`config.mk`:
```
export PLATFORM = sky130hd
export DESIGN_NAME = sram_like_arbiter
export DESIGN_NICKNAME = d
export VERILOG_FILES = /design/src/rtl/sram_like_arbiter_pkg.sv /design/src/rtl/sram_like_arbiter_owner_fifo.sv /design/src/rtl/sram_like_arbiter.sv
export SDC_FILE = /design/constraint.sdc
export NUM_CORES = 1
export LEC_CHECK = 0
export ABC_AREA = 1
export CAP_MARGIN = 20
export CORE_AREA = 2 2 106 108
export CTS_CLUSTER_SIZE = 40
export DETAILED_ROUTE_END_ITERATION = 8
export DIE_AREA = 0 0 108 110
export GPL_ROUTABILITY_DRIVEN = 1
export MAX_ROUTING_LAYER = met4
export PLACE_DENSITY = 0.73
export SLEW_MARGIN = 20
export SYNTH_ARGS = -nofsm -noshare
export SYNTH_HDL_FRONTEND = slang
export SYNTH_SLANG_ARGS = --single-unit
```
`constraint.sdc`:
```
create_clock -name clk -period 1.9 [get_ports clk]
set_input_delay 0.19 -clock clk [delete_from_list [all_inputs] [get_ports clk]]
set_output_delay 0.19 -clock clk [all_outputs]
set_load 0.02 [all_outputs]
```
`src/rtl/sram_like_arbiter_pkg.sv`:
```
// Shared encodings for the sram-like arbiter: owner tags, access sizes, default depth.
// Latency: n/a (constants and types only).
// Backpressure: n/a.
package sram_like_arbiter_pkg;

    // Default number of accepted-but-unanswered requests (power of two, >= 2).
    localparam int OUTSTANDING_DEF = 4;

    // Owner tag stored per accepted request; 1 marks the data master.
    localparam logic OWN_INST = 1'b0;
    localparam logic OWN_DATA = 1'b1;

    // Access size encodings on the sram-like port.
    localparam logic [1:0] SZ_BYTE = 2'd0;
    localparam logic [1:0] SZ_HALF = 2'd1;
    localparam logic [1:0] SZ_WORD = 2'd2;

    // Request fields presented to the slave, muxed from the granted master.
    typedef struct packed {
        logic        wr;
        logic [1:0]  size;
        logic [31:0] addr;
        logic [31:0] wdata;
    } mem_req_t;

endpackage

```
`src/rtl/sram_like_arbiter_owner_fifo.sv`:
```
// In-order FIFO of 1-bit owner tags, one entry per accepted memory request.
// Latency: registered state; a push becomes visible at head no earlier than next cycle.
// Backpressure: exposes full/empty; caller never pushes when full nor pops when empty.
//
// Ports: clk/reset (sync, active-high); push/push_dat write a tag; pop retires head;
//        full/empty status; head is the oldest outstanding owner tag.
module owner_fifo #(
    parameter int DEPTH = 4
) (
    input  logic clk,
    input  logic reset,
    input  logic push,
    input  logic push_dat,
    input  logic pop,
    output logic full,
    output logic empty,
    output logic head
);

    localparam int PW = $clog2(DEPTH);
    localparam int CW = PW + 1;

    logic [DEPTH-1:0] mem;
    logic [PW-1:0]    rd_ptr;
    logic [PW-1:0]    wr_ptr;
    logic [CW-1:0]    count;

    // Pointers wrap naturally because DEPTH is a power of two.
    always_ff @(posedge clk) begin
        if (reset) begin
            rd_ptr <= '0;
            wr_ptr <= '0;
            count  <= '0;
        end else begin
            if (push) begin
                wr_ptr <= wr_ptr + PW'(1);
            end
            if (pop) begin
                rd_ptr <= rd_ptr + PW'(1);
            end
            // Simultaneous push and pop leave occupancy unchanged.
            case ({push, pop})
                2'b10:   count <= count + CW'(1);
                2'b01:   count <= count - CW'(1);
                default: count <= count;
            endcase
        end
    end

    // Tag storage needs no reset: entries are only read after being written.
    always_ff @(posedge clk) begin
        if (push) begin
            mem[wr_ptr] <= push_dat;
        end
    end

    assign full  = (count == CW'(DEPTH));
    assign empty = (count == '0);
    assign head  = mem[rd_ptr];

endmodule

```
`src/rtl/sram_like_arbiter.sv`:
```
// Shares one sram-like memory port between the fetch master and the data master.
// Latency: zero-cycle request path and zero-cycle response steering.
// Backpressure: stalls masters via addr_ok; holds a presented request until the slave
//               accepts it; stops issuing while OUTSTANDING requests are unanswered.
//
// Ports: clk/reset (sync, active-high); inst_* fetch master (read-only, word);
//        data_* load/store master; mem_* request/response toward the slave;
//        proto_err sticky flag for a response arriving with nothing outstanding.
module sram_like_arbiter
    import sram_like_arbiter_pkg::*;
#(
    parameter int OUTSTANDING = OUTSTANDING_DEF
) (
    input  logic        clk,
    input  logic        reset,
    // fetch master
    input  logic        inst_req,
    input  logic [31:0] inst_addr,
    output logic        inst_addr_ok,
    output logic        inst_data_ok,
    output logic [31:0] inst_rdata,
    // data master
    input  logic        data_req,
    input  logic        data_wr,
    input  logic [1:0]  data_size,
    input  logic [31:0] data_addr,
    input  logic [31:0] data_wdata,
    output logic        data_addr_ok,
    output logic        data_data_ok,
    output logic [31:0] data_rdata,
    // slave port
    output logic        mem_req,
    output logic        mem_wr,
    output logic [1:0]  mem_size,
    output logic [31:0] mem_addr,
    output logic [31:0] mem_wdata,
    input  logic        mem_addr_ok,
    input  logic        mem_data_ok,
    input  logic [31:0] mem_rdata,
    output logic        proto_err
);

    logic     grant;
    logic     grant_req;
    logic     lock_valid;
    logic     lock_owner;
    logic     accept;
    logic     pop;
    logic     fifo_full;
    logic     fifo_empty;
    logic     fifo_head;
    mem_req_t inst_fields;
    mem_req_t data_fields;
    mem_req_t req_fields;

    // A stalled request keeps its owner so the slave never sees the request change
    // before acceptance; otherwise data has priority over fetch.
    always_comb begin
        if (lock_valid) begin
            grant = lock_owner;
        end else if (data_req) begin
            grant = OWN_DATA;
        end else begin
            grant = OWN_INST;
        end
    end

    assign grant_req = (grant == OWN_DATA) ? data_req : inst_req;

    assign inst_fields = '{wr: 1'b0, size: SZ_WORD, addr: inst_addr, wdata: 32'h0};
    assign data_fields = '{wr: data_wr, size: data_size, addr: data_addr, wdata: data_wdata};
    assign req_fields  = (grant == OWN_DATA) ? data_fields : inst_fields;

    assign mem_req   = grant_req & ~fifo_full & ~reset;
    assign mem_wr    = req_fields.wr;
    assign mem_size  = req_fields.size;
    assign mem_addr  = req_fields.addr;
    assign mem_wdata = req_fields.wdata;

    assign accept       = mem_req & mem_addr_ok;
    assign inst_addr_ok = accept & (grant == OWN_INST);
    assign data_addr_ok = accept & (grant == OWN_DATA);

    always_ff @(posedge clk) begin
        if (reset) begin
            lock_valid <= 1'b0;
            lock_owner <= OWN_INST;
        end else if (mem_req && !mem_addr_ok) begin
            lock_valid <= 1'b1;
            lock_owner <= grant;
        end else if (mem_addr_ok) begin
            lock_valid <= 1'b0;
        end
    end

    // Responses return in order, so the oldest owner tag names the destination.
    assign pop          = mem_data_ok & ~fifo_empty & ~reset;
    assign inst_data_ok = pop & (fifo_head == OWN_INST);
    assign data_data_ok = pop & (fifo_head == OWN_DATA);
    assign inst_rdata   = mem_rdata;
    assign data_rdata   = mem_rdata;

    // An orphan response is dropped and flagged until the next reset.
    always_ff @(posedge clk) begin
        if (reset) begin
            proto_err <= 1'b0;
        end else if (mem_data_ok && fifo_empty) begin
            proto_err <= 1'b1;
        end
    end

    owner_fifo #(
        .DEPTH (OUTSTANDING)
    ) u_owner_fifo (
        .clk      (clk),
        .reset    (reset),
        .push     (accept),
        .push_dat (grant),
        .pop      (pop),
        .full     (fifo_full),
        .empty    (fifo_empty),
        .head     (fifo_head)
    );

endmodule

```
# Yosys cells after proc, flatten, opt, wreduce, memory -nomap -nowiden

Index checks and enable logic that the tools add are counted.

Add/sub/neg operators: 4
Magnitude comparators: 3
Equal/unequal tests: 3
Muxes and demuxes: 12
Bitwise operators: 14
Reduce and logical (&&, ||, !) cells: 7

Operator list:

| operator                                                               | number |
|---|---|
| 67-bit two-way mux                                                     | 1 |
| 1-bit AND                                                              | 9 |
| 1-bit two-way mux                                                      | 7 |
| 2-bit by 3-bit < comparator with 1-bit output (second input constant)  | 2 |
| 3-bit case mux with 2 select lines                                     | 1 |
| 1-bit NOT                                                              | 5 |
| 2-bit by 1-bit adder with 2-bit output (second input constant)         | 2 |
| 4-bit bitwise mux                                                      | 1 |
| 2-bit nonzero test                                                     | 2 |
| 3-bit by 1-bit adder with 3-bit output (second input constant)         | 1 |
| 3-bit == test (second input constant)                                  | 1 |
| 1-bit logical AND                                                      | 3 |
| 3-bit logical NOT                                                      | 1 |
| 3-bit by 1-bit subtractor with 3-bit output (second input constant)    | 1 |
| 1-bit binary-select mux with 2-bit select                              | 1 |
| 1-bit demux with 2-bit select                                          | 1 |
| 2-bit by 1-bit == test with 1-bit output (second input constant)       | 1 |
| 2-bit == test (second input constant)                                  | 1 |
| 2-bit by 1-bit >= comparator with 1-bit output (second input constant) | 1 |
| 1-bit logical NOT                                                      | 1 |

Flip-flop bits (word level): 14
Input port bits: 137

# Depth between registers and ports, before layout

Gate-level depths: netlist (run 1).

Depth in word-level cells: 8
Gate-level depth with buffers: 13

# Hierarchy

From an unflattened synthesis (run 1), not the netlist that was laid out.

Cells, all modules: 341
Area, all modules: 1,918.1 um2

Modules (own cells, without submodules):

| module            | instances | cells an instance | area each (um2) |
|---|---|---|---|
| sram_like_arbiter | 1         | 276               | 1,366.3 |
| owner_fifo        | 1         | 65                | 551.8 |

# Worst setup path after synthesis (run 1)

OpenSTA, ideal clock, no wires.

Path type: reg2reg
From: register u_owner_fifo.count[0]
To: register u_owner_fifo.count[2]
Arrival: 1.753 ns
Setup slack: 0.034 ns
Stages on the path, launching flop included: 11
Buffers on the path: 0
Path through: dfxtp_1 nor2_1 a21oi_4 nand3_4 ha_1 inv_1 fa_1 a21oi_1 o21ai_0 nor2_1 nor2_1

Cells in the longest elaborated chain, start to end: 7

Ends and longest elaborated chain:

| element                                                                          | line                               | source |
|---|---|---|
| start: declaration                                                               | sram_like_arbiter_owner_fifo.sv:26 | `logic [CW-1:0] count;` |
| start signal: assignment                                                         | sram_like_arbiter_owner_fifo.sv:43 | `2'b10: count <= count + CW'(1);` |
| start signal: assignment                                                         | sram_like_arbiter_owner_fifo.sv:44 | `2'b01: count <= count - CW'(1);` |
| start signal: assignment                                                         | sram_like_arbiter_owner_fifo.sv:45 | `default: count <= count;` |
| 3-bit == test                                                                    | sram_like_arbiter_owner_fifo.sv:57 | `assign full = (count == CW'(DEPTH));` |
| 1-bit NOT                                                                        | sram_like_arbiter.sv:74            | `assign mem_req = grant_req & ~fifo_full & ~reset;` |
| 1-bit AND (2 in series)                                                          | sram_like_arbiter.sv:74            |  |
| 1-bit AND                                                                        | sram_like_arbiter.sv:80            | `assign accept = mem_req & mem_addr_ok;` |
| 2-bit by 1-bit == test with 1-bit output / 2-bit == test (equally long branches) | sram_like_arbiter_owner_fifo.sv:42 | `case ({push, pop})` |
| 3-bit case mux with 2 select lines / 2-bit nonzero test (equally long branches)  | --                                 |  |

Several ways; a longest one is shown, not always the timed one.
A chain may end at the register's enable or synchronous reset.

# Final worst setup path (run 1)

From: register lock_valid
To: output port data_addr_ok

Cells in the longest elaborated chain, start to end: 6

Ends and longest elaborated chain:

| element                  | line                    | source |
|---|---|---|
| start: declaration       | sram_like_arbiter.sv:45 | `logic lock_valid;` |
| start signal: assignment | sram_like_arbiter.sv:86 | `lock_valid <= 1'b0;` |
| start signal: assignment | sram_like_arbiter.sv:89 | `lock_valid <= 1'b1;` |
| start signal: assignment | sram_like_arbiter.sv:92 | `lock_valid <= 1'b0;` |
| 1-bit two-way mux *      | sram_like_arbiter.sv:59 | `if (lock_valid) begin` |
| 1-bit two-way mux        | sram_like_arbiter.sv:68 | `assign grant_req = (grant == OWN_DATA) ? data_req : inst_req;` |
| 1-bit AND (2 in series)  | sram_like_arbiter.sv:74 |  |
| 1-bit AND                | sram_like_arbiter.sv:80 |  |
| 1-bit AND *              | sram_like_arbiter.sv:82 | `assign data_addr_ok = accept & (grant == OWN_DATA);` |
| end: declaration         | sram_like_arbiter.sv:28 | `output logic data_addr_ok,` |

Mark *: on every way between the ends. The rest lies on a longest branch, timed or not.

==> flow_summary.toml, run 1 <==
[floorplanning]
start_util_pct = 18.2
die_w_um = 108
fp.dieH_um = 110
die_area_mm2 = 0.0119
rows = 38
io_pins = 274
core_area_mm2 = 0.0107

[grt]
grt_pass1_wl_um = 10400
antenna_found_initial = 0
grt-ovfl-total = 0
grt_max_degree = 31
grt_use_total_pct = 11.3
first_global_vias = 2296

[clock_network]
cts_tree = "built"
clock_path_buffers = 2
clock-sinks = 14
clk_latency_ps = 250
cts_made_buffers = 3
root_buffer = "clkbuf_8"
postCtsSetupRepairBufs = 0
htree_levels = 1
clk_pin_slew_ps = 60

[synthesis]
ys_types = 21
synth-seq-cells = 14
yosys.area.top_type = "buf_4"
seq_area_frac_synth_pct = 16.4
synthFlopType = "dfxtp_1"
synth_common_cells = "nand2_1, buf_4, inv_1"
synthesis.nets = 489
ys_warn_count = 0
synth-edff-count = 4
avgSynthCellArea_um2 = 5.63
synth_top_area_share_pct = 25.0
ys_top_cells_by_area = "buf_4, nand2_1, inv_1, dfxtp_1, nor2_1"
async_reset_ff_share_pct = 0
synthesis.area_mm2 = 0.00195
synth_most_common_cell = "nand2_1"
syn_inst = 346

[sta]
hold_viol = 0
max-slew-margin-rel_pct = 82.6
worst_slew_pin_slew_ps = 262
fin_tns_setup_ps = 0
finalClockSkew_ps = 4.21
fin_crit_ps = 1800
slew_violations = 0
worst_slack_ps = 104
fmax_mhz = 557
holdWs_ps = 361
fin_crit_sh_pct = 94.5
setup_viol = 0
rsz0062_at_grt = "yes"

[power]
p_sw_uw = 600
pwr-share-comb_pct = 60.1
power_density_mw_per_mm2 = 441
pwr-share-seq_pct = 22.6
peakVddDrop_v = 0.000425
switching_share_pct = 39.6
totalPowerFinal_mw = 1.52
clkPwrFrac_pct = 17.2
p_int_uw = 916
power_leakage_nw = 1.87

[worst_setup_path]
crit_path_start_kind = "flip-flop"
cp.required_ps = 1710
path_max_fanout = 6
crit_path_end_kind = "output port"
crit_type = "reg -> out"
arrival_ps = 1610

[placement]
hpwl_um = 5920
portBuffers = 177
post-place-ws_ps = -304
gp_congestion = 0.744

[detailed_routing]
dr.pass1.iters = 4
routed_wl_um = 6890
drt_iter0_drc = 81
drt_drc_violations_left = 0
wl_per_cell_um = 11.3
via_per_inst = 3.88
vias = 2372
ant_nets = 0

[cells_and_area]
drive_gt1_share_pct = 14.4
nNetsFinal = 616
fillers = 1171
fin_util_pct = 32.1
area.growth.synth_to_final_pct = 76.3
antenna_cells = 0

[status]
status = "completed"

[min_path]
hold_path_class = "in -> reg"

[run]
max_cap_viol_count = 0
## final timing paths
kind                    from                     end  slack [ps]  depth (start not counted)
setup reg to reg  lock_valid   u_owner_fifo.count[2]         120                         12
hold reg to reg    proto_err               proto_err         480                          2
setup / recovery  lock_valid            data_addr_ok         100                          8
hold / removal         reset  u_owner_fifo.rd_ptr[1]         360                          3
## final cells by class
type | instances | area, um^2 | area share [%]
clock buffers | 3 | 41.3 | 1.20
clock inverters | 1 | 3.75 | 0.109
inverters | 58 | 218 | 6.34
multi-input cells | 200 | 903 | 26.3
flip-flops and latches | 14 | 322 | 9.36
well taps | 140 | 175 | 5.10
repair buffers | 196 | 1770 | 51.6
## metrics by stage
step | instance area (um^2) | std cells
2_1_floorplan | 1950 | 346
3_3_place_gp | 3550 | 607
3_5_place_dp | 3550 | 607
4_1_cts | 3600 | 612
5_1_grt | 3440 | 612
6_report | 3440 | 612
## cell usage in the layout, fill, tap and decap left out, types with 3 or more instances in the layout
master | netlist | routed
clkbuf_8 | 0 | 3
ha_1 | 5 | 5
edfxtp_1 | 4 | 4
buf_2 | 7 | 16
nand2_1 | 119 | 117
dfxtp_1 | 10 | 9
inv_1 | 56 | 56
a21oi_1 | 7 | 7
nor2_1 | 49 | 48
nand3_1 | 4 | 4
buf_12 | 0 | 3
nand4_1 | 3 | 3
buf_4 | 65 | 14
dlygate4sd2_1 | 0 | 39
o21ai_0 | 6 | 5
clkdlybuf4s50_1 | 0 | 103
clkbuf_2 | 0 | 17
## flip-flops by register name, indices dropped and copies added, names as in the netlist
name / count
u_owner_fifo.mem: 4
u_owner_fifo.count: 3
u_owner_fifo.rd_ptr: 2
u_owner_fifo.wr_ptr: 2
lock_owner: 1
lock_valid: 1
proto_err: 1
## metal layers
metal  up-vias  share of wire (%)  GRT usage (%)
met4         0                1.9           3.30
met1      1025                 35           11.3
met2       140                 53           21.2
met5         -                  0              -
li1       1192                  -              -
met3        15                 10           3.59
## kinds of logic (layout without fill, tap and decap cells)
kind of cell	count (synthesis)	count (layout)	share of synthesized area, %
AO/OA/AOI/OAI	16	16	5.07
adder cells (fa/ha/maj)	6	6	4.24
buffers and inverters	132	258	38.4
flip-flops	14	14	16.4
AND/OR/NAND/NOR	178	178	35.9
## power by group through the flow
stage | sequential [mW] | combinational, mW | clock, mW
after floorplan | 0.350 | 0.613 | 0
after global placement | 0.347 | 0.993 | 0
after detailed placement | 0.348 | 1.01 | 0
after CTS | 0.343 | 0.961 | 0.269
after global routing | 0.346 | 0.991 | 0.282
final | 0.343 | 0.912 | 0.262
## worst max-delay path, stage by stage, from the launching register on
cell and delay [ps]:
dfxtp_2 380, inv_1 70, nand2_1 50, nand3_1 100, nand2_4 130, nand3_4 70
buf_4 160, nor2_1 80, clkdlybuf4s15_1 310
## timing repair
item / CTS / global route
hold buffers: 0 / 0
gates cloned: 1 / 0
setup endpoints to repair: 69 / 42
hold endpoints to repair: 0 / 0
gates resized for setup: 120 / 46
pin swaps: 1 / 1
Note: power is estimated with default switching activity, not from simulation.
==> run 2: changes to the inputs <==
--- a/config.mk
+++ b/config.mk
@@ -6,6 +6,7 @@
 export NUM_CORES = 1
 export LEC_CHECK = 0
 export ABC_AREA = 1
+export ABC_CLOCK_PERIOD_IN_PS = 1900
 export CAP_MARGIN = 20
 export CORE_AREA = 2 2 106 108
 export CTS_CLUSTER_SIZE = 40
==> results of run 2 <==
The final DEF is identical to that of run 1; final timing and power are the same.
==> run 3: changes to the inputs <==
--- a/config.mk
+++ b/config.mk
@@ -13,6 +13,7 @@
 export DETAILED_ROUTE_END_ITERATION = 8
 export DIE_AREA = 0 0 108 110
 export GPL_ROUTABILITY_DRIVEN = 1
+export HOLD_SLACK_MARGIN = 0.1
 export MAX_ROUTING_LAYER = met4
 export PLACE_DENSITY = 0.73
 export SLEW_MARGIN = 20
==> results of run 3 <==
The final DEF is identical to that of run 1; final timing and power are the same.
